===== src/rtl/imem_fetch.sv =====
// Instruction fetch front-end: direct-mapped instruction buffer with a req/ack refill
// from variable-latency memory, stalling the CPU and driving NOPs while a miss is pending.
module imem_fetch #(
    parameter int ENTRIES = 4,
    parameter int CNT_W   = 16
) (
    input  logic             clk,
    input  logic             rst,
    input  logic [31:0]      pc,
    input  logic             flush,
    output logic [31:0]      instr,
    output logic             stall,
    output logic             mem_req,
    output logic [31:0]      mem_addr,
    input  logic             mem_ack,
    input  logic [31:0]      mem_rdata,
    output logic [CNT_W-1:0] hit_cnt,
    output logic [CNT_W-1:0] miss_cnt
);
    localparam int IW    = $clog2(ENTRIES);
    localparam int TAG_W = 30 - IW;

    typedef enum logic {
        IDLE,
        REQ
    } state_t;

    state_t             state_reg, state_next;
    logic               mem_req_reg, mem_req_next;
    logic [31:0]        mem_addr_reg, mem_addr_next;
    logic               drop_reg, drop_next;
    logic [CNT_W-1:0]   hit_cnt_reg, hit_cnt_next;
    logic [CNT_W-1:0]   miss_cnt_reg, miss_cnt_next;

    logic               valid_reg [ENTRIES];
    logic [TAG_W-1:0]   tag_reg   [ENTRIES];
    logic [31:0]        data_reg  [ENTRIES];

    logic [IW-1:0]      pc_idx;
    logic [TAG_W-1:0]   pc_tag;
    logic [IW-1:0]      fill_idx;
    logic               hit;
    logic               fill_en;
    logic               refill_start;

    assign pc_idx   = pc[IW+1:2];
    assign pc_tag   = pc[31:IW+2];
    assign fill_idx = mem_addr_reg[IW+1:2];

    assign hit = valid_reg[pc_idx] && (tag_reg[pc_idx] == pc_tag)
                 && (state_reg == IDLE) && !flush;

    // A flush seen at any point of the refill (tracked by drop_reg, or in the ack
    // cycle itself) discards the returning word.
    assign fill_en = (state_reg == REQ) && mem_ack && !drop_reg && !flush;

    assign instr    = hit ? data_reg[pc_idx] : 32'h0000_0000;
    assign stall    = !hit;
    assign mem_req  = mem_req_reg;
    assign mem_addr = mem_addr_reg;
    assign hit_cnt  = hit_cnt_reg;
    assign miss_cnt = miss_cnt_reg;

    genvar gi;
    generate
        for (gi = 0; gi < ENTRIES; gi++) begin : g_entry
            always_ff @(posedge clk) begin
                if (rst || flush) begin
                    valid_reg[gi] <= 1'b0;
                end else if (fill_en && (fill_idx == IW'(gi))) begin
                    valid_reg[gi] <= 1'b1;
                end
            end

            always_ff @(posedge clk) begin
                if (fill_en && (fill_idx == IW'(gi))) begin
                    tag_reg[gi]  <= mem_addr_reg[31:IW+2];
                    data_reg[gi] <= mem_rdata;
                end
            end
        end
    endgenerate

    always_comb begin
        state_next    = state_reg;
        mem_req_next  = mem_req_reg;
        mem_addr_next = mem_addr_reg;
        drop_next     = drop_reg;
        refill_start  = 1'b0;
        case (state_reg)
            IDLE: begin
                if (!hit && !flush) begin
                    state_next    = REQ;
                    mem_req_next  = 1'b1;
                    mem_addr_next = {pc[31:2], 2'b00};
                    drop_next     = 1'b0;
                    refill_start  = 1'b1;
                end
            end
            REQ: begin
                if (mem_ack) begin
                    state_next   = IDLE;
                    mem_req_next = 1'b0;
                    drop_next    = 1'b0;
                end else if (flush) begin
                    drop_next = 1'b1;
                end
            end
            default: state_next = IDLE;
        endcase
    end

    always_comb begin
        hit_cnt_next  = hit_cnt_reg;
        miss_cnt_next = miss_cnt_reg;
        if (hit && (hit_cnt_reg != {CNT_W{1'b1}})) begin
            hit_cnt_next = hit_cnt_reg + 1'b1;
        end
        if (refill_start && (miss_cnt_reg != {CNT_W{1'b1}})) begin
            miss_cnt_next = miss_cnt_reg + 1'b1;
        end
    end

    always_ff @(posedge clk) begin
        if (rst) begin
            state_reg    <= IDLE;
            mem_req_reg  <= 1'b0;
            mem_addr_reg <= 32'h0000_0000;
            drop_reg     <= 1'b0;
            hit_cnt_reg  <= '0;
            miss_cnt_reg <= '0;
        end else begin
            state_reg    <= state_next;
            mem_req_reg  <= mem_req_next;
            mem_addr_reg <= mem_addr_next;
            drop_reg     <= drop_next;
            hit_cnt_reg  <= hit_cnt_next;
            miss_cnt_reg <= miss_cnt_next;
        end
    end
endmodule


===== config.mk =====
export PLATFORM = sky130hd
export DESIGN_NAME = imem_fetch
export DESIGN_NICKNAME = d
export VERILOG_FILES = /design/src/rtl/imem_fetch.sv
export SDC_FILE = /design/constraint.sdc
export NUM_CORES = 1
export LEC_CHECK = 0
export CELL_PAD_IN_SITES_DETAIL_PLACEMENT = 0
export CELL_PAD_IN_SITES_GLOBAL_PLACEMENT = 1
export CORE_ASPECT_RATIO = 0.9
export CORE_MARGIN = 2
export CORE_UTILIZATION = 50
export DETAILED_ROUTE_END_ITERATION = 6
export PLACE_DENSITY_LB_ADDON = 0.1
export SLEW_MARGIN = 5
export SYNTH_ARGS = -nofsm -noshare
export SYNTH_HDL_FRONTEND = slang
export SYNTH_SLANG_ARGS = --single-unit

===== constraint.sdc =====
create_clock -name clk -period 15.55 [get_ports clk]
set_clock_uncertainty 0.2 [all_clocks]
set_input_delay 2.3325 -clock clk [delete_from_list [all_inputs] [get_ports clk]]
set_output_delay 2.3325 -clock clk [all_outputs]
set_load 0.1 [all_outputs]

==> impl_metrics.py, run 1 <==
metrics = {
    "min_path": {
        "holdCritPathClass": "reg -> reg",
    },
    "power": {
        "netSwitchingFraction_pct": 22.74,
        "seq_power_share_pct": 52.1,
        "combinationalPowerShare_pct": 8.2,
        "netSwitchingPower_mw": 0.3983,
        "leakagePower_nw": 5.184,
        "clkPwrFrac_pct": 39.8,
        "p_total_mw": 1.752,
        "powerDensity_nw_per_um2": 113.7,
        "p_int_mw": 1.353,
        "ir_drop_v": 0.0001168,
    },
    "timing": {
        "setup-tns-final_ns": 0,
        "max_freq_mhz": 103.9,
        "setup_viol": 0,
        "fin_crit_ns": 9.621,
        "fin_crit_sh_pct": 61.87,
        "relSlewSlack_pct": 29.29,
        "tightestPinTransition_ns": 1.057,
        "finalHoldViolCount": 0,
        "whs_ns": 0.2706,
        "rsz0062_at_grt": "false",
        "slew_viol_final": 0,
    },
    "clocking": {
        "htree_num_levels": 1,
        "clockBufferDepth": 3,
        "cts_tree": "built",
        "clockRootBuffer": "clkbuf_16",
        "hold_buffers": 0,
        "insertion_delay_ns": 0.57,
        "cts-resized-gates": 0,
        "cts_buffers": 31,
        "cts_sinks": 309,
        "cts_setup_buffers": 0,
        "path_clk_slew_ns": 0.06,
    },
    "routing": {
        "vias": 7213,
        "postRouteAntennaNets": 0,
        "vias_per_cell": 5.553,
        "drt-total-wl_um": 25810,
        "routedWlPerCell_um": 19.87,
        "drcViolationCount": 0,
        "drt_iter0_drc": 455,
        "first_pass_iters": 6,
    },
    "yosys": {
        "syn_avg_cell_area_sq_um": 16.26,
        "syn-cell-area_sq_um": 12520,
        "ys.flop_type": "edfxtp_1",
        "synth_cell_types": 58,
        "netlist_top_cells_area": "edfxtp_1 (58%), dfxtp_1 (11%), mux4_2 (8.3%)",
        "yosysSeqAreaShare_pct": 68.83,
        "netlist.top_cell.by_area": "edfxtp_1",
        "synth_top_area_share_pct": 58.28,
        "ys_warn_count": 0,
        "ys_seq_elements": 309,
        "synth_cells": 770,
        "synth-async-reset-ratio_pct": 0,
        "synth_edf_count": 243,
    },
    "layout": {
        "final_util_pct": 63.15,
        "instances_no_fill": 1299,
        "drive_gt1_share_pct": 12.98,
        "num-nets-final": 1008,
        "largest_register_ffs": 128,
        "antenna_cells": 0,
        "syn_to_final_growth_pct": 23.01,
        "final_cell_mix": "edfxtp_1 (243), clkdlybuf4s50_1 (158), dfxtp_1 (66)",
        "final_common_cell": "edfxtp_1",
        "fillers": 1794,
    },
    "place": {
        "gp_congestion": 0.8414,
        "dpl.cell_count": 1241,
        "port_buffers": 161,
        "dp_hpwl_um": 15610,
    },
    "floorplan": {
        "die-area_sq_um": 26330,
        "io_pins": 166,
        "die_w_um": 170.8,
        "initial_core_util_pct": 51.33,
        "core.rowCount": 54,
        "core_area_sq_um": 24390,
        "fp.dieH_um": 154.1,
    },
    "global_route": {
        "overflow": 0,
        "grt_pass1_wl_um": 40460,
        "grt_pass1_vias": 7272,
        "grt_max_degree": 86,
        "grt_antenna_before_repair": 0,
        "grt_usage_pct": 19.79,
    },
    "setup_path": {
        "cp.arrival_ns": 7.09,
        "reg2reg_slack_ns": 11.84,
        "end_kind": "output port",
        "crit_path_max_fanout": 42,
        "worstSetupPathType": "in -> out",
        "cp.required_ns": 13.02,
        "cp-start-kind": "input port",
    },
    "run_status": {
        "status": "finished, final reports clean",
    },
    "job": {
        "maxCapViolCount": 0,
    },
}
## through the flow
step,cell area (sq um),worst slack [ns]
6_report,15400,5.929
5_1_grt,15400,5.638
4_1_cts,15400,5.875
3_5_place_dp,14440,5.880
3_3_place_gp,14440,5.868
2_1_floorplan,12520,6.602
## cell usage after synthesis, drive strengths merged, types with 2 or more instances
cell type,number
inv,6
nor2,60
mux2i,48
o211ai,3
o21ai,8
and4,2
nor4,5
xnor2,30
nand2b,9
mux2,11
clkbuf,20
edfxtp,243
a21o,2
and2,4
nor3b,2
dfxtp,66
and3,9
xor2,7
ha,2
a22o,2
nor2b,49
nor3,11
a211oi,3
a31o,2
or3,7
buf,16
a2111oi,2
o21a,2
a21oi,12
nand3,17
o22ai,3
o2bb2ai,2
or4,9
mux4,52
nand2,15
nand4,17
## path summary, 6_finish.rpt
path | startpoint | end | cells past startpoint
min | valid_reg[2] | valid_reg[2] | 1
min reg2reg | valid_reg[2] | valid_reg[2] | 1
max | pc[2] | instr[22] | 9
max reg2reg | tag_reg[0][23] | miss_cnt[10] | 9
## routing by layer
layer	wire (um)	GRT usage, %	share of wire [%]
met3	1541	3.655	6.0
met1	11500	27.75	45
met5	0	0	0
met2	12180	32.35	47
met4	590	4.762	2.3
## power groups by stage
stage | sequential [mW] | clock, mW | combinational, mW
floorplan | 0.969 | 0 | 0.0559
global placement | 0.928 | 0 | 0.142
detailed placement | 0.930 | 0 | 0.144
CTS | 0.912 | 0.713 | 0.144
global route | 0.913 | 0.747 | 0.151
finish | 0.912 | 0.697 | 0.143
## worst max-delay path, stage by stage
cell,delay [ns]
buf_4,0.39
buf_4,0.64
mux4_1,0.65
xnor2_1,0.17
nand4_1,0.23
or4_1,0.56
or3b_4,0.62
nor2b_1,0.22
clkdlybuf4s50_1,1.15
## final cells by class
| cell class | instances | area (sq um) | share of cell area [%] |
|---|---|---|---|
| clock inverter | 9 | 58.81 | 0.3818 |
| multi-input combinational | 420 | 3710 | 24.09 |
| timing repair buffer | 170 | 1669 | 10.84 |
| sequential | 309 | 8618 | 55.95 |
| inverter | 6 | 22.52 | 0.1462 |
| clock buffer | 49 | 903.4 | 5.865 |
| tap | 336 | 420.4 | 2.729 |
## logic make-up after synthesis
group           count (synthesis)  synth area share, %
compound gates                 48                2.618
mux                           111                14.39
buf+inv                        42                1.719
flops                         309                68.83
fa+ha+maj                       2               0.1998
xor+xnor                       37                2.588
other cells                     1              0.02995
simple gates                  220                9.623
No activity file was read; power rests on OpenSTA's default activity.
==> run 2: changes to the inputs <==
CORE_UTILIZATION = 42   (was 50)
clock period = 7.76 ns   (was 15.55 ns; I/O delays follow)
==> run 2 against run 1 <==
Net effect:
- design area about the same
- sequential share of layout area hardly changed
- clock power up 100%
- hold slack gained 0.0077 ns
- global-route usage down 2.5 points
- setup slack got worse by 4.5 ns
- via count is 1.9% lower
- die area is 19% higher
- core utilization fell by 10 points
- non-clock buffer count fell by 1
- final cell count is 4.5% higher
- critical endpoint is now stall
- largest cell class unchanged
- largest power group unchanged
==> impl_metrics.py, run 2 (synthesis gave the netlist of run 1 again) <==
metrics = {
    "floorplan": {
        "io_pins": 166,
        "core.rowCount": 59,
        "fp.dieH_um": 167.8,
        "die_w_um": 186,
        "die-area_sq_um": 31210,
        "initial_core_util_pct": 42.94,
        "core_area_sq_um": 29160,
    },
    "layout": {
        "instances_no_fill": 1358,
        "drive_gt1_share_pct": 16.42,
        "final_cell_mix": "edfxtp_1 (243), clkdlybuf4s50_1 (126), dfxtp_1 (66)",
        "syn_to_final_growth_pct": 23.03,
        "final_common_cell": "edfxtp_1",
        "num-nets-final": 1007,
        "antenna_cells": 0,
        "largest_register_ffs": 128,
    },
    "global_route": {
        "grt_usage_pct": 17.24,
        "grt_pass1_wl_um": 41140,
        "grt_antenna_before_repair": 0,
        "overflow": 0,
        "grt_max_degree": 86,
        "grt_pass1_vias": 7171,
    },
    "routing": {
        "drcViolationCount": 0,
        "vias": 7074,
        "wl_met2_um": 12770,
        "drt-total-wl_um": 26860,
        "drt-met1-wl_um": 12270,
        "vias_per_cell": 5.209,
        "postRouteAntennaNets": 0,
        "drt_iter0_drc": 470,
        "wl_met3_um": 1457,
        "highest_layer": "met4",
        "first_pass_iters": 5,
        "routedWlPerCell_um": 19.78,
    },
    "min_path": {
        "holdCritPathClass": "reg -> reg",
        "hold_path.startpoint": "valid_reg[2]",
    },
    "timing": {
        "fin_crit_sh_pct": 81.54,
        "fin_crit_ns": 6.327,
        "relSlewSlack_pct": 24.85,
        "tightestPinTransition_ns": 1.125,
        "setup-tns-final_ns": 0,
        "finalHoldViolCount": 0,
        "rsz0062_at_grt": "false",
        "setup_viol": 0,
        "max_freq_mhz": 158.0,
        "fin_ws_ns": 1.433,
        "slew_viol_final": 0,
    },
    "clocking": {
        "insertion_delay_ns": 0.58,
        "cts_sinks": 309,
        "clockBufferDepth": 3,
        "cts-resized-gates": 0,
        "cts_setup_buffers": 0,
        "cts_buffers": 31,
        "htree_num_levels": 1,
        "cts_tree": "built",
        "clockRootBuffer": "clkbuf_16",
        "hold_buffers": 0,
        "path_clk_slew_ns": 0.06,
    },
    "setup_path": {
        "crit_path_max_fanout": 42,
        "worst-path-buf-inv": 2,
        "r2r-start": "tag_reg[3][3]",
        "reg2reg_slack_ns": 4.04,
        "cp-start-kind": "input port",
        "cp.arrival_ns": 4.96,
        "cp_slowest_stage_delay_ns": 1.06,
        "endpoint": "stall",
        "startpoint": "pc[2]",
        "path_cells": "buf_4 > mux4_2 > nand2b_1 > o311ai_0 > nand4b_1 > or4_1 > or3b_4 > clkdlybuf4s50_1",
        "worstRegToRegCells": 8,
        "worstSetupPathDepth": 8,
        "end_kind": "output port",
        "worstSetupPathType": "in -> out",
        "cp.required_ns": 6.40,
        "crit_family": "simple AND/OR/NAND/NOR gates",
        "cpMaxStageDelayCell": "clkdlybuf4s50_1",
        "timing.rr.end": "hit_cnt[10]",
    },
    "power": {
        "leakagePower_nw": 5.237,
        "ir_drop_v": 0.0001649,
        "powerDensity_nw_per_um2": 229.4,
    },
    "run_status": {
        "status": "finished, final reports clean",
    },
    "job": {
        "maxCapViolCount": 0,
    },
    "place": {
        "dp_hpwl_um": 16220,
        "dp_slack_ns": 1.376,
        "gp_congestion": 0.7818,
        "dpl.cell_count": 1300,
        "port_buffers": 161,
    },
}
## run 2: final cells by class
type                       instances  area [sq um]
inverter                           6         22.52
fill                            2420         13750
clock buffer                      41         843.3
multi-input combinational        420          3710
sequential                       309          8618
tap                              396         495.5
timing repair buffer             169          1582
clock inverter                    17         133.9
## run 2: per-stage QoR
step	utilization (%)	hold WS [ns]	total power, mW	instance area [sq um]
floorplan	-	0.2413	2.054	12520
global placement	49.48	0.2525	2.146	14430
detailed placement	49.48	0.2670	2.153	14430
CTS	52.83	0.2812	3.575	15400
global route	52.83	0.3039	3.653	15400
finish	52.83	0.2783	3.533	15400
## run 2: layer usage
layer  up-vias  global-route usage, %
met3        32                  3.591
li1       3325                      -
met2       168                  27.88
met4         0                  3.081
met1      3549                  24.48
met5         -                      0
## run 2: where the power goes
| group | switching (mW) | internal (mW) | total, mW |
|---|---|---|---|
| combinational | 0.181 | 0.106 | 0.287 |
| clock | 0.617 | 0.801 | 1.42 |
| sequential | 0.0199 | 1.81 | 1.83 |
| total | 0.818 | 2.72 | 3.53 |
## run 2: worst min-delay path by stage
stage                    to  slack (ns)  depth (start not counted)
6_report       valid_reg[2]        0.28                          1
5_1_grt        valid_reg[2]        0.30                          1
4_1_cts        valid_reg[2]        0.28                          1
3_5_place_dp   valid_reg[2]        0.27                          1
3_3_place_gp   valid_reg[2]        0.25                          1
2_1_floorplan  valid_reg[2]        0.24                          1
## run 2: worst register-to-register path, cell delays in order (launching register included)
cell and delay [ns]:
edfxtp_1 0.39, mux4_2 0.48, nand2b_1 0.08, o311ai_0 0.14, nand4b_1 0.38, or4_1 0.50
or3b_4 0.63, or3_1 0.51, mux2_4 0.30
==> run 3: changes to the inputs <==
clock period = 5.44 ns   (was 7.76 ns; I/O delays follow)
==> run 3 against run 2 <==
Net effect:
- total power is 49% higher
- critical path depth grew 1
- design area grew 4.0%
- core utilization is 2.1 points higher
- largest power group unchanged
- sequential share of layout area fell by 2.1 points
- hold slack worse by 0.0040 ns
- die area is the same
- critical path type unchanged
==> impl_metrics.py, run 3 (synthesis gave the netlist of run 1 again) <==
metrics = {
    "clocking": {
        "clockBufferDepth": 3,
        "cts_tree": "built",
        "insertion_delay_ns": 0.51,
        "clockRootBuffer": "clkbuf_16",
        "cts_setup_buffers": 0,
        "path_clk_slew_ns": 0.06,
        "hold_buffers": 0,
        "cts-resized-gates": 0,
        "cts_buffers": 35,
        "htree_num_levels": 2,
        "cts_sinks": 309,
    },
    "routing": {
        "drt-met1-wl_um": 12350,
        "vias": 7157,
        "drt_iter0_drc": 374,
        "vias_per_cell": 5.232,
        "first_pass_iters": 5,
        "wl_met2_um": 13130,
        "postRouteAntennaNets": 0,
        "drt-total-wl_um": 27250,
        "routedWlPerCell_um": 19.92,
        "highest_layer": "met4",
        "drcViolationCount": 0,
        "wl_met3_um": 1322,
    },
    "power": {
        "leakagePower_nw": 5.443,
        "ir_drop_v": 0.0002672,
        "p_total_mw": 5.260,
        "powerDensity_nw_per_um2": 328.4,
    },
    "global_route": {
        "overflow": 0,
        "grt_max_degree": 48,
        "grt_pass1_vias": 7391,
        "grt_antenna_before_repair": 0,
        "grt_pass1_wl_um": 42230,
        "grt_usage_pct": 17.73,
    },
    "timing": {
        "whs_ns": 0.2743,
        "finalHoldViolCount": 0,
        "setup-tns-final_ns": 0,
        "fin_crit_sh_pct": 95.35,
        "setup_viol": 0,
        "tightestPinTransition_ns": 1.069,
        "relSlewSlack_pct": 28.49,
        "max_freq_mhz": 192.8,
        "fin_crit_ns": 5.187,
        "rsz0062_at_grt": "false",
        "slew_viol_final": 0,
    },
    "setup_path": {
        "worstSetupPathType": "in -> out",
        "cp.required_ns": 4.42,
        "cp.arrival_ns": 4.17,
        "crit_path_max_fanout": 46,
        "end_kind": "output port",
        "cp-start-kind": "input port",
    },
    "place": {
        "dpl.cell_count": 1305,
        "place_area_sq_um": 14920,
        "dp_hpwl_um": 17140,
        "port_buffers": 161,
        "gp_congestion": 0.7978,
    },
    "floorplan": {
        "die-area_sq_um": 31210,
        "die_w_um": 186,
        "core_area_sq_um": 29160,
        "io_pins": 166,
        "core.rowCount": 59,
        "initial_core_util_pct": 42.94,
        "fp.dieH_um": 167.8,
    },
    "layout": {
        "num-nets-final": 1016,
        "fillers": 2328,
        "instances_no_fill": 1368,
        "final_common_cell": "edfxtp_1",
        "syn_to_final_growth_pct": 27.92,
        "final_cell_mix": "edfxtp_1 (243), clkdlybuf4s50_1 (125), dfxtp_1 (66)",
        "antenna_cells": 0,
        "regArea_sq_um": 8618,
        "multi_input_area_sq_um": 3716,
        "drive_gt1_share_pct": 17.70,
        "fin_area_sq_um": 16020,
        "largest_register_ffs": 128,
    },
    "job": {
        "maxCapViolCount": 0,
    },
    "min_path": {
        "holdCritPathClass": "reg -> reg",
    },
    "run_status": {
        "status": "finished, final reports clean",
    },
}
run 3: per-layer routing:
metal | vias up | track usage [%]
met1 | 3599 | 24.63
met5 | - | 0
li1 | 3340 | -
met2 | 180 | 28.93
met4 | 0 | 4.245
met3 | 38 | 3.483
run 3: critical path: stages:
cell	delay (ns)
buf_4	0.55
mux4_2	0.43
xnor2_1	0.26
nand4_1	0.23
or2_0	0.30
a2111oi_2	0.27
or3b_4	0.67
nor2b_1	0.36
buf_12	0.22
run 3: path summary, 6_finish.rpt:
kind / depth (start not counted) / slack (ns) / end / startpoint
setup / recovery: 9 / 0.25 / instr[9] / pc[3]
hold / removal: 1 / 0.27 / hit_cnt[12] / hit_cnt[12]
setup reg to reg: 8 / 1.72 / hit_cnt[10] / tag_reg[3][25]
hold reg to reg: 1 / 0.27 / hit_cnt[12] / hit_cnt[12]
run 3: where the power goes:
group | internal [mW] | total, mW | switching, mW | leakage, nW
clock network | 1.32 | 2.24 | 0.917 | 0.553
logic | 0.154 | 0.413 | 0.259 | 2.08
registers | 2.58 | 2.61 | 0.0285 | 2.81
total | 4.06 | 5.26 | 1.20 | 5.44
run 3: per-stage QoR:
step | util [%] | setup slack [ns]
floorplan | - | -0.4745
global placement | 51.17 | 0.2218
detailed placement | 51.17 | 0.2121
CTS | 54.93 | 0.1968
global route | 54.93 | 0.05220
finish | 54.93 | 0.2527
run 3: cell type report:
cell class | count | share of cell area (%)
clock buffers | 42 | 5.820
clock inverters | 21 | 1.031
inverters | 6 | 0.1406
multi-input cells | 420 | 23.20
flip-flops and latches | 309 | 53.81
well taps | 396 | 3.094
repair buffers | 174 | 12.91
